`src/rtl/scpu_debug_uart.sv`:
```
// Debug character sink for the single-cycle CPU: captures dump strobes into
// a FIFO, sends them as 8N1 UART frames and reports drain after halt.
module scpu_debug_uart #(
   parameter int DEPTH        = 8,
   parameter int CLKS_PER_BIT = 16,
   parameter int CNT_W        = 8
) (
   input  logic                     clk,
   input  logic                     reset,
   input  logic                     debugDump,
   input  logic [7:0]               dumpChar,
   input  logic                     haltTriggered,
   output logic                     txd,
   output logic                     busy,
   output logic [$clog2(DEPTH):0]   fifoCount,
   output logic                     overflow,
   output logic [CNT_W-1:0]         dropCount,
   output logic                     drained
);

   localparam int AW = $clog2(DEPTH);
   localparam int CW = AW + 1;
   localparam int BW = $clog2(CLKS_PER_BIT);
   localparam logic [CW-1:0] FULL   = CW'(DEPTH);
   localparam logic [BW-1:0] BC_MAX = BW'(CLKS_PER_BIT - 1);

   typedef enum logic [1:0] {IDLE, START, DATA, STOP} state_e;

   state_e          state_q, state_d;
   logic [BW-1:0]   bc_q, bc_d;
   logic [2:0]      bi_q, bi_d;
   logic [7:0]      shift_q, shift_d;
   logic            txd_q, txd_d;
   logic [CW-1:0]   cnt_q, cnt_d;
   logic [AW-1:0]   wptr_q, wptr_d;
   logic [AW-1:0]   rptr_q, rptr_d;
   logic            ovf_q, ovf_d;
   logic [CNT_W-1:0] drop_q, drop_d;
   logic            dump_q;
   logic            halt_q;
   logic            drained_q;
   logic [7:0]      mem_q [DEPTH];

   logic push, pop, accept, drop;

   assign push   = debugDump & ~dump_q;
   // A pop in the same cycle frees the slot the push needs.
   assign accept = push & ((cnt_q < FULL) | pop);
   assign drop   = push & ~accept;

   always_comb begin
      state_d = state_q;
      bc_d    = bc_q;
      bi_d    = bi_q;
      shift_d = shift_q;
      pop     = 1'b0;
      unique case (state_q)
         IDLE: begin
            if (cnt_q != '0) begin
               pop     = 1'b1;
               shift_d = mem_q[rptr_q];
               bc_d    = '0;
               state_d = START;
            end
         end
         START: begin
            if (bc_q == BC_MAX) begin
               bc_d    = '0;
               bi_d    = '0;
               state_d = DATA;
            end else begin
               bc_d = bc_q + 1'b1;
            end
         end
         DATA: begin
            if (bc_q == BC_MAX) begin
               bc_d    = '0;
               shift_d = shift_q >> 1;
               if (bi_q == 3'd7) state_d = STOP;
               else              bi_d    = bi_q + 1'b1;
            end else begin
               bc_d = bc_q + 1'b1;
            end
         end
         STOP: begin
            if (bc_q == BC_MAX) begin
               bc_d    = '0;
               state_d = IDLE;
            end else begin
               bc_d = bc_q + 1'b1;
            end
         end
      endcase
      // txd follows the state being entered so the pin is a flop output
      unique case (state_d)
         IDLE:  txd_d = 1'b1;
         START: txd_d = 1'b0;
         DATA:  txd_d = shift_d[0];
         STOP:  txd_d = 1'b1;
      endcase
   end

   always_comb begin
      cnt_d  = cnt_q;
      wptr_d = wptr_q;
      rptr_d = rptr_q;
      ovf_d  = ovf_q;
      drop_d = drop_q;
      if (accept) wptr_d = wptr_q + 1'b1;
      if (pop)    rptr_d = rptr_q + 1'b1;
      if (accept && !pop)      cnt_d = cnt_q + 1'b1;
      else if (pop && !accept) cnt_d = cnt_q - 1'b1;
      if (drop) begin
         ovf_d = 1'b1;
         if (!(&drop_q)) drop_d = drop_q + 1'b1;
      end
   end

   always_ff @(posedge clk) begin
      if (!reset) begin
         state_q   <= IDLE;
         bc_q      <= '0;
         bi_q      <= '0;
         shift_q   <= '0;
         txd_q     <= 1'b1;
         cnt_q     <= '0;
         wptr_q    <= '0;
         rptr_q    <= '0;
         ovf_q     <= 1'b0;
         drop_q    <= '0;
         dump_q    <= 1'b1;
         halt_q    <= 1'b0;
         drained_q <= 1'b0;
      end else begin
         state_q   <= state_d;
         bc_q      <= bc_d;
         bi_q      <= bi_d;
         shift_q   <= shift_d;
         txd_q     <= txd_d;
         cnt_q     <= cnt_d;
         wptr_q    <= wptr_d;
         rptr_q    <= rptr_d;
         ovf_q     <= ovf_d;
         drop_q    <= drop_d;
         dump_q    <= debugDump;
         halt_q    <= halt_q | haltTriggered;
         drained_q <= halt_q & (cnt_q == '0) & (state_q == IDLE);
      end
   end

   always_ff @(posedge clk) begin
      if (reset && accept) mem_q[wptr_q] <= dumpChar;
   end

   assign txd       = txd_q;
   assign busy      = (cnt_q != '0) | (state_q != IDLE);
   assign fifoCount = cnt_q;
   assign overflow  = ovf_q;
   assign dropCount = drop_q;
   assign drained   = drained_q;

endmodule

```
`config.mk`:
```
export PLATFORM = sky130hd
export DESIGN_NAME = scpu_debug_uart
export DESIGN_NICKNAME = d
export VERILOG_FILES = /design/src/rtl/scpu_debug_uart.sv
export SDC_FILE = /design/constraint.sdc
export NUM_CORES = 1
export LEC_CHECK = 0
export ABC_CLOCK_PERIOD_IN_PS = 3560
export CAP_MARGIN = 25
export CORE_ASPECT_RATIO = 1.1
export CORE_MARGIN = 5
export CORE_UTILIZATION = 50
export CTS_CLUSTER_SIZE = 24
export DETAILED_ROUTE_END_ITERATION = 6
export PLACE_DENSITY = 0.71
export SLEW_MARGIN = 25
export SYNTH_ARGS = -nofsm -noshare
export SYNTH_HDL_FRONTEND = slang
export SYNTH_SLANG_ARGS = --single-unit
```
`constraint.sdc`:
```
create_clock -name clk -period 3.56 [get_ports clk]
set_input_delay 1.068 -clock clk [delete_from_list [all_inputs] [get_ports clk]]
set_output_delay 1.068 -clock clk [all_outputs]
set_load 0.02 [all_outputs]
```
==> out/metrics.cfg <==
[outcome]
status = finished, final reports clean

[grt]
grt_first_pass_wirelength_um = 13300
gr-usage-all-layers = 0.159
grt_antenna_before_repair = 0
overflow = 0
grt_max_degree = 35
grt_pass1_vias = 2608

[timing]
fin_crit_ns = 3.11
drv_slew = 0
relSlewSlack = 0.482
post-route-period-util = 0.873
fmax_mhz = 322
setup_viol = 0
final_hold_viol_count = 0
worstMarginPinSlew_ns = 0.776
skew_ns = 0.0144
timing.setup.tns_ns = 0
rsz0062_at_grt = no

[placement]
port_buffers = 27
gp_congestion = 0.773
hpwl_um = 5320

[clocking]
cts_tree = done
htree_levels = 3
cts.sinks = 107
clock_latency_ns = 0.37
cts-hold-fix-buffers = 0
root_buffer = clkbuf_8
clockBufferDepth = 2
cts_resized = 0
post_cts_buffers = 0
cts_buffers = 9
clk_pin_slew_ns = 0.12

[synthesis]
seq_area_frac_synth = 0.629
syn-num-nets = 347
synth.avg_cell_area_um2 = 13.6
synth_warnings = 0
netlist_area_mm2 = 0.00442
synth_ff_type = edfxtp_1
synth_seq_cells = 107
synth_edf_count = 64
synth.distinct_cells = 49
syn_inst = 324
async_flop_share = 0

[worst_setup_path]
criticalPathCategory = register to output pin
cp-start-kind = register
end_kind = output pin
cp_data_arrival_time_ns = 2.04
required_ns = 2.49
reg2reg_depth = 11
critPathMaxFanout = 6
r2r_slack_ns = 0.71

[pwr]
ir_drop_mv = 0.316
p_total_uw = 3020
powerDensity_mw_per_mm2 = 597
p_leak_uw = 0.00177

[floorplan]
start_util = 0.506
io_pins = 28
placementRows = 36
coreArea_mm2 = 0.00874
dieArea_mm2 = 0.0108
die_y_um = 109
die_w_um = 99.7

[cells_and_area]
drive_above_1_share = 0.145
areaGrowthSynthToFinish_pct = 14.5
antenna_cells = 0
mostFrequentLayoutCell = edfxtp_1
final_cell_mix = 64 x edfxtp_1, 43 x dfxtp_1, 27 x clkdlybuf4s50_1, 26 x nor2_1, 17 x nand2_1
nNetsFinal = 384

[hold_path]
whs_path_depth = 2
hold_class = register to register

[run]
cap_violations = 0

[detailed_routing]
drtAntennaViolNets = 0
route.detailed.drc = 0
dr_total_vias = 2654
routedWlPerCell_um = 16.7
viasPerCell = 5.53
drt-initial-drc-count = 127
dr.pass1.iters = 4
wl_um = 8030

[worst max-delay path: stages (launching register included)]
cell	delay (ns)
dfxtp_1	0.41
nor4_1	0.58
nand2_1	0.12
clkdlybuf4s50_1	0.56
[final cells by class]
type / count / area (um2)
Clock inverter: 7 / 73.8
Multi-Input combinational cell: 196 / 1540
Tap cell: 114 / 143
Clock buffer: 9 / 124
Fill cell: 707 / 3680
Inverter: 6 / 22.5
Sequential cell: 107 / 2780
Timing Repair Buffer: 41 / 375
[per-layer routing]
metal / wire length, um / GRT usage / share of wire
met4: 144 / 0.0693 / 0.018
met3: 287 / 0.0269 / 0.036
met5: 0 / 0 / 0
met2: 3940 / 0.262 / 0.49
met1: 3660 / 0.209 / 0.46
[Yosys cell counts (2+ instances only)]
cell type	instances	area, um2
inv_1	5	18.8
nor2_1	26	97.6
and3_1	2	12.5
buf_2	4	20.0
a31oi_1	8	50.1
mux2i_1	7	70.1
nor3_1	7	35.0
dfxtp_1	43	861
o311ai_0	2	17.5
nand2_1	17	63.8
or3_1	3	18.8
nor2b_1	3	18.8
and2_1	3	18.8
o21ai_0	9	45.0
ha_1	10	125
a21oi_1	12	60.1
or4_1	2	15.0
edfxtp_1	64	1920
nand2b_1	6	37.5
mux4_2	16	360
nor4_1	4	25.0
a22oi_1	7	52.6
a21o_1	2	15.0
nand3_1	15	75.1
buf_4	2	15.0
nand4_1	2	12.5
clkbuf_1	8	30.0
nand3b_1	7	52.6
o41ai_1	2	17.5
xnor2_1	3	26.3
o31ai_1	2	15.0
xor2_1	4	35.0
[flip-flops by register name, summed over array words and instances (netlist names), named ones only]
signal	count
fifoCount	4
rptr_q	3
dropCount	8
bi_q	3
halt_q	1
state_q	2
drained	1
dump_q	1
wptr_q	3
shift_q	8
txd	1
mem_q	64
overflow	1
bc_q	4
[metrics by stage]
step                cell area (um2)  setup slack, ns  hold slack [ns]  cells  utilization
finish                         5060            0.452            0.475    480        0.579
global route                   5060            0.274            0.518    480        0.579
CTS                            5060            0.408            0.482    480        0.579
detailed placement             4860            0.116            0.454    464        0.556
global placement               4860            0.216            0.440    464        0.556
floorplan                      4420            0.740            0.426    324            -
[worst paths after layout]
path / from / to
max: fifoCount[0] / busy
min: halt_q / halt_q
max reg2reg: fifoCount[0] / fifoCount[3]
min reg2reg: halt_q / halt_q
[logic make-up after synthesis]
logic type / Yosys count / synth area share
adder cells (fa/ha/maj): 11 / 0.0328
AO/OA/AOI/OAI: 51 / 0.0801
buffers and inverters: 21 / 0.0224
multiplexers: 24 / 0.0999
XOR/XNOR: 7 / 0.0139
AND/OR/NAND/NOR: 103 / 0.121
flip-flops: 107 / 0.629
[power by group]
part           switching [uW]  internal (uW)
combinational             387            392
clock                     452            279
sequential                106           1400
Note: power is estimated with default switching activity, not from simulation.
==> patch (config.mk and constraints unchanged) <==
Register the input `dumpChar` before use, without a reset. The logic sees it one clock later. The other inputs are not delayed to match.
--- a/src/rtl/scpu_debug_uart.sv
+++ b/src/rtl/scpu_debug_uart.sv
@@ -25,6 +25,12 @@
    localparam logic [BW-1:0] BC_MAX = BW'(CLKS_PER_BIT - 1);
 
    typedef enum logic [1:0] {IDLE, START, DATA, STOP} state_e;
+
+   logic [7:0] dumpChar_q;
+
+   always_ff @(posedge clk) begin
+      dumpChar_q <= dumpChar;
+   end
 
    state_e          state_q, state_d;
    logic [BW-1:0]   bc_q, bc_d;
@@ -149,7 +155,7 @@
    end
 
    always_ff @(posedge clk) begin
-      if (reset && accept) mem_q[wptr_q] <= dumpChar;
+      if (reset && accept) mem_q[wptr_q] <= dumpChar_q;
    end
 
    assign txd       = txd_q;
Formal check against the unedited RTL: no difference found for any inputs over 10 cycles, from zero or initial values and one cycle with reset low; that may be too few to reach the edited logic, so the function may still have changed.
==> patch against the unedited design <==
  * Sequential cell count increased by 8
  * Synthesized area is 5.9% higher
  * Cell area up 13%
  * Maximum frequency is 6.2% lower
  * Synthesized cell count is 3.4% higher
  * Setup slack lost 210 ps
  * Via count grew 2.2%
  * Critical path depth rose by 1
  * Routed wire length up 1.9%
  * Die area grew 5.4%
  * Register-to-register slack better by 60 ps
  * Power grew 37%
  * Highest routed layer unchanged
==> patch: results (changes against the unedited design) <==
[run_status]
outcome=finished clean

[place]
place_ws_ps=-114.4  ; -230.2 ps
dp.cells=479  ; +3.2%
placed_area_mm2=0.005106  ; +5.0%
place_congestion=0.7454  ; -3.5%
dp_hpwl_um=5199  ; -2.3%

[sta]
fin_skew_ps=10.13  ; -4.311 ps
post-route-worst-setup-slack_ps=245.8  ; -205.9 ps
worst_pin_slew_ps=785.7  ; +9.457 ps
fin_hold_ws_ps=451.4  ; -23.84 ps

[routing]
initialDrtViolationCount=112  ; -12%
wl_per_cell_um=16.01  ; -4.3%
dr.max_layer_used=met4
m1WireLength_um=3456  ; -5.6%
vias=2713  ; +2.2%
wl_met2_um=4169  ; +5.9%
wl_met3_um=386  ; +34%
via_per_inst=5.309  ; -4.0%

[layout]
drive_gt1_share_pct=14.47  ; about the same
top_register=mem_q
nets=404  ; +5.2%
largest_reg_flops=64  ; unchanged

[clock_network]
htree_levels=4  ; +1
clk_latency_ps=510  ; +140 ps
cts_made_buffers=17  ; +8
clk_pin_slew_ps=60  ; -60 ps
cts_setup_buffers=0  ; unchanged
clk_path_buf_depth=2  ; unchanged

[logic_synthesis]
ys_types=46  ; -6.1%
synth_edf_count=64  ; unchanged
syn-num-nets=358  ; +3.2%
synthCells=335  ; +3.4%
ys_seq_area_share_pct=62.84  ; -0.11 points
yosys-top-cells-area=edfxtp_1 41%, dfxtp_1 22%, mux4_1 5.6%
synthTopCellsByCount=64 x edfxtp_1, 51 x dfxtp_1, 22 x nand2_1

[global_route]
grt_pass1_wl_um=13700  ; +3.3%
grt.total_usage_pct=16.07  ; +0.17 points
grt_max_degree=45  ; +29%
grt_pass1_vias=2783  ; +6.7%

[setup_path]
cp_max_fo=7  ; +1
ff2ff_setup_slack_ps=770  ; +60 ps
critPathSlowestCell=or4_4
cp.arrival_ps=2250  ; +210 ps

[job]
cap_violations=0  ; unchanged

[power_and_ir_drop]
ir_drop_mv=0.4364  ; +38%
leakagePower_nw=2.032  ; +15%

==> patch: cell types whose count changed after synthesis, moves of 6 or more <==
cell,before,now
mux2i_1,7,13
a31oi_1,8,1
a221oi_1,0,6
and2_1,3,17
nand3_1,15,8
mux4_2,16,4
mux4_1,0,10
nor2b_1,3,18
nand3b_1,7,1
nor2_1,26,19
dfxtp_1,43,51
a21boi_0,0,6
a21oi_1,12,4
==> patch: cell families (layout without fill, tap and decap cells) <==
family / Yosys count / count (layout) / synth area share, %
XOR/XNOR: 15 / 15 / 2.805
AND/OR/NAND/NOR: 116 / 116 / 13.92
multiplexers: 27 / 27 / 10.31
adder cells (fa/ha/maj): 11 / 11 / 3.099
buffers and inverters: 17 / 76 / 2.111
AO/OA/AOI/OAI: 34 / 34 / 4.916
flip-flops: 115 / 115 / 62.84
==> patch: layer usage <==
metal  vias to the layer above  global-route usage (%)
li1                       1348                       -
met1                      1299                   19.24
met2                        51                   25.92
met3                        15                   5.890
met4                         0                   6.824
met5                         -                       0
==> patch: final cells by class <==
class / count / area (µm²)
inverter: 6 / 22.52
clock buffer: 18 / 417.9
tap: 117 / 146.4
multi-input combinational: 203 / 1642
clock inverter: 14 / 176.4
timing repair buffer: 38 / 352.8
sequential: 115 / 2943
fill: 714 / 3558
==> patch: path summary, 6_finish.rpt <==
path,start,end,cells past startpoint
worst max-delay path,fifoCount[3],busy,4
worst min-delay path,halt_q,halt_q,1
worst max register to register,state_q[0],fifoCount[3],11
worst min register to register,halt_q,halt_q,1
==> patch: where the power goes <==
| part | switching, mW | total [mW] | leakage [nW] | internal [mW] |
|---|---|---|---|---|
| logic | 0.398 | 0.808 | 0.751 | 0.410 |
| clock network | 0.606 | 1.68 | 0.287 | 1.07 |
| registers | 0.140 | 1.64 | 0.994 | 1.50 |
==> patch: worst max-delay path, delay by kind of cell, from the launching register on <==
family | cells | cell delay [ps]
and+or+nand+nor | 2 | 740
buffers and inverters | 2 | 620
DFF | 1 | 380
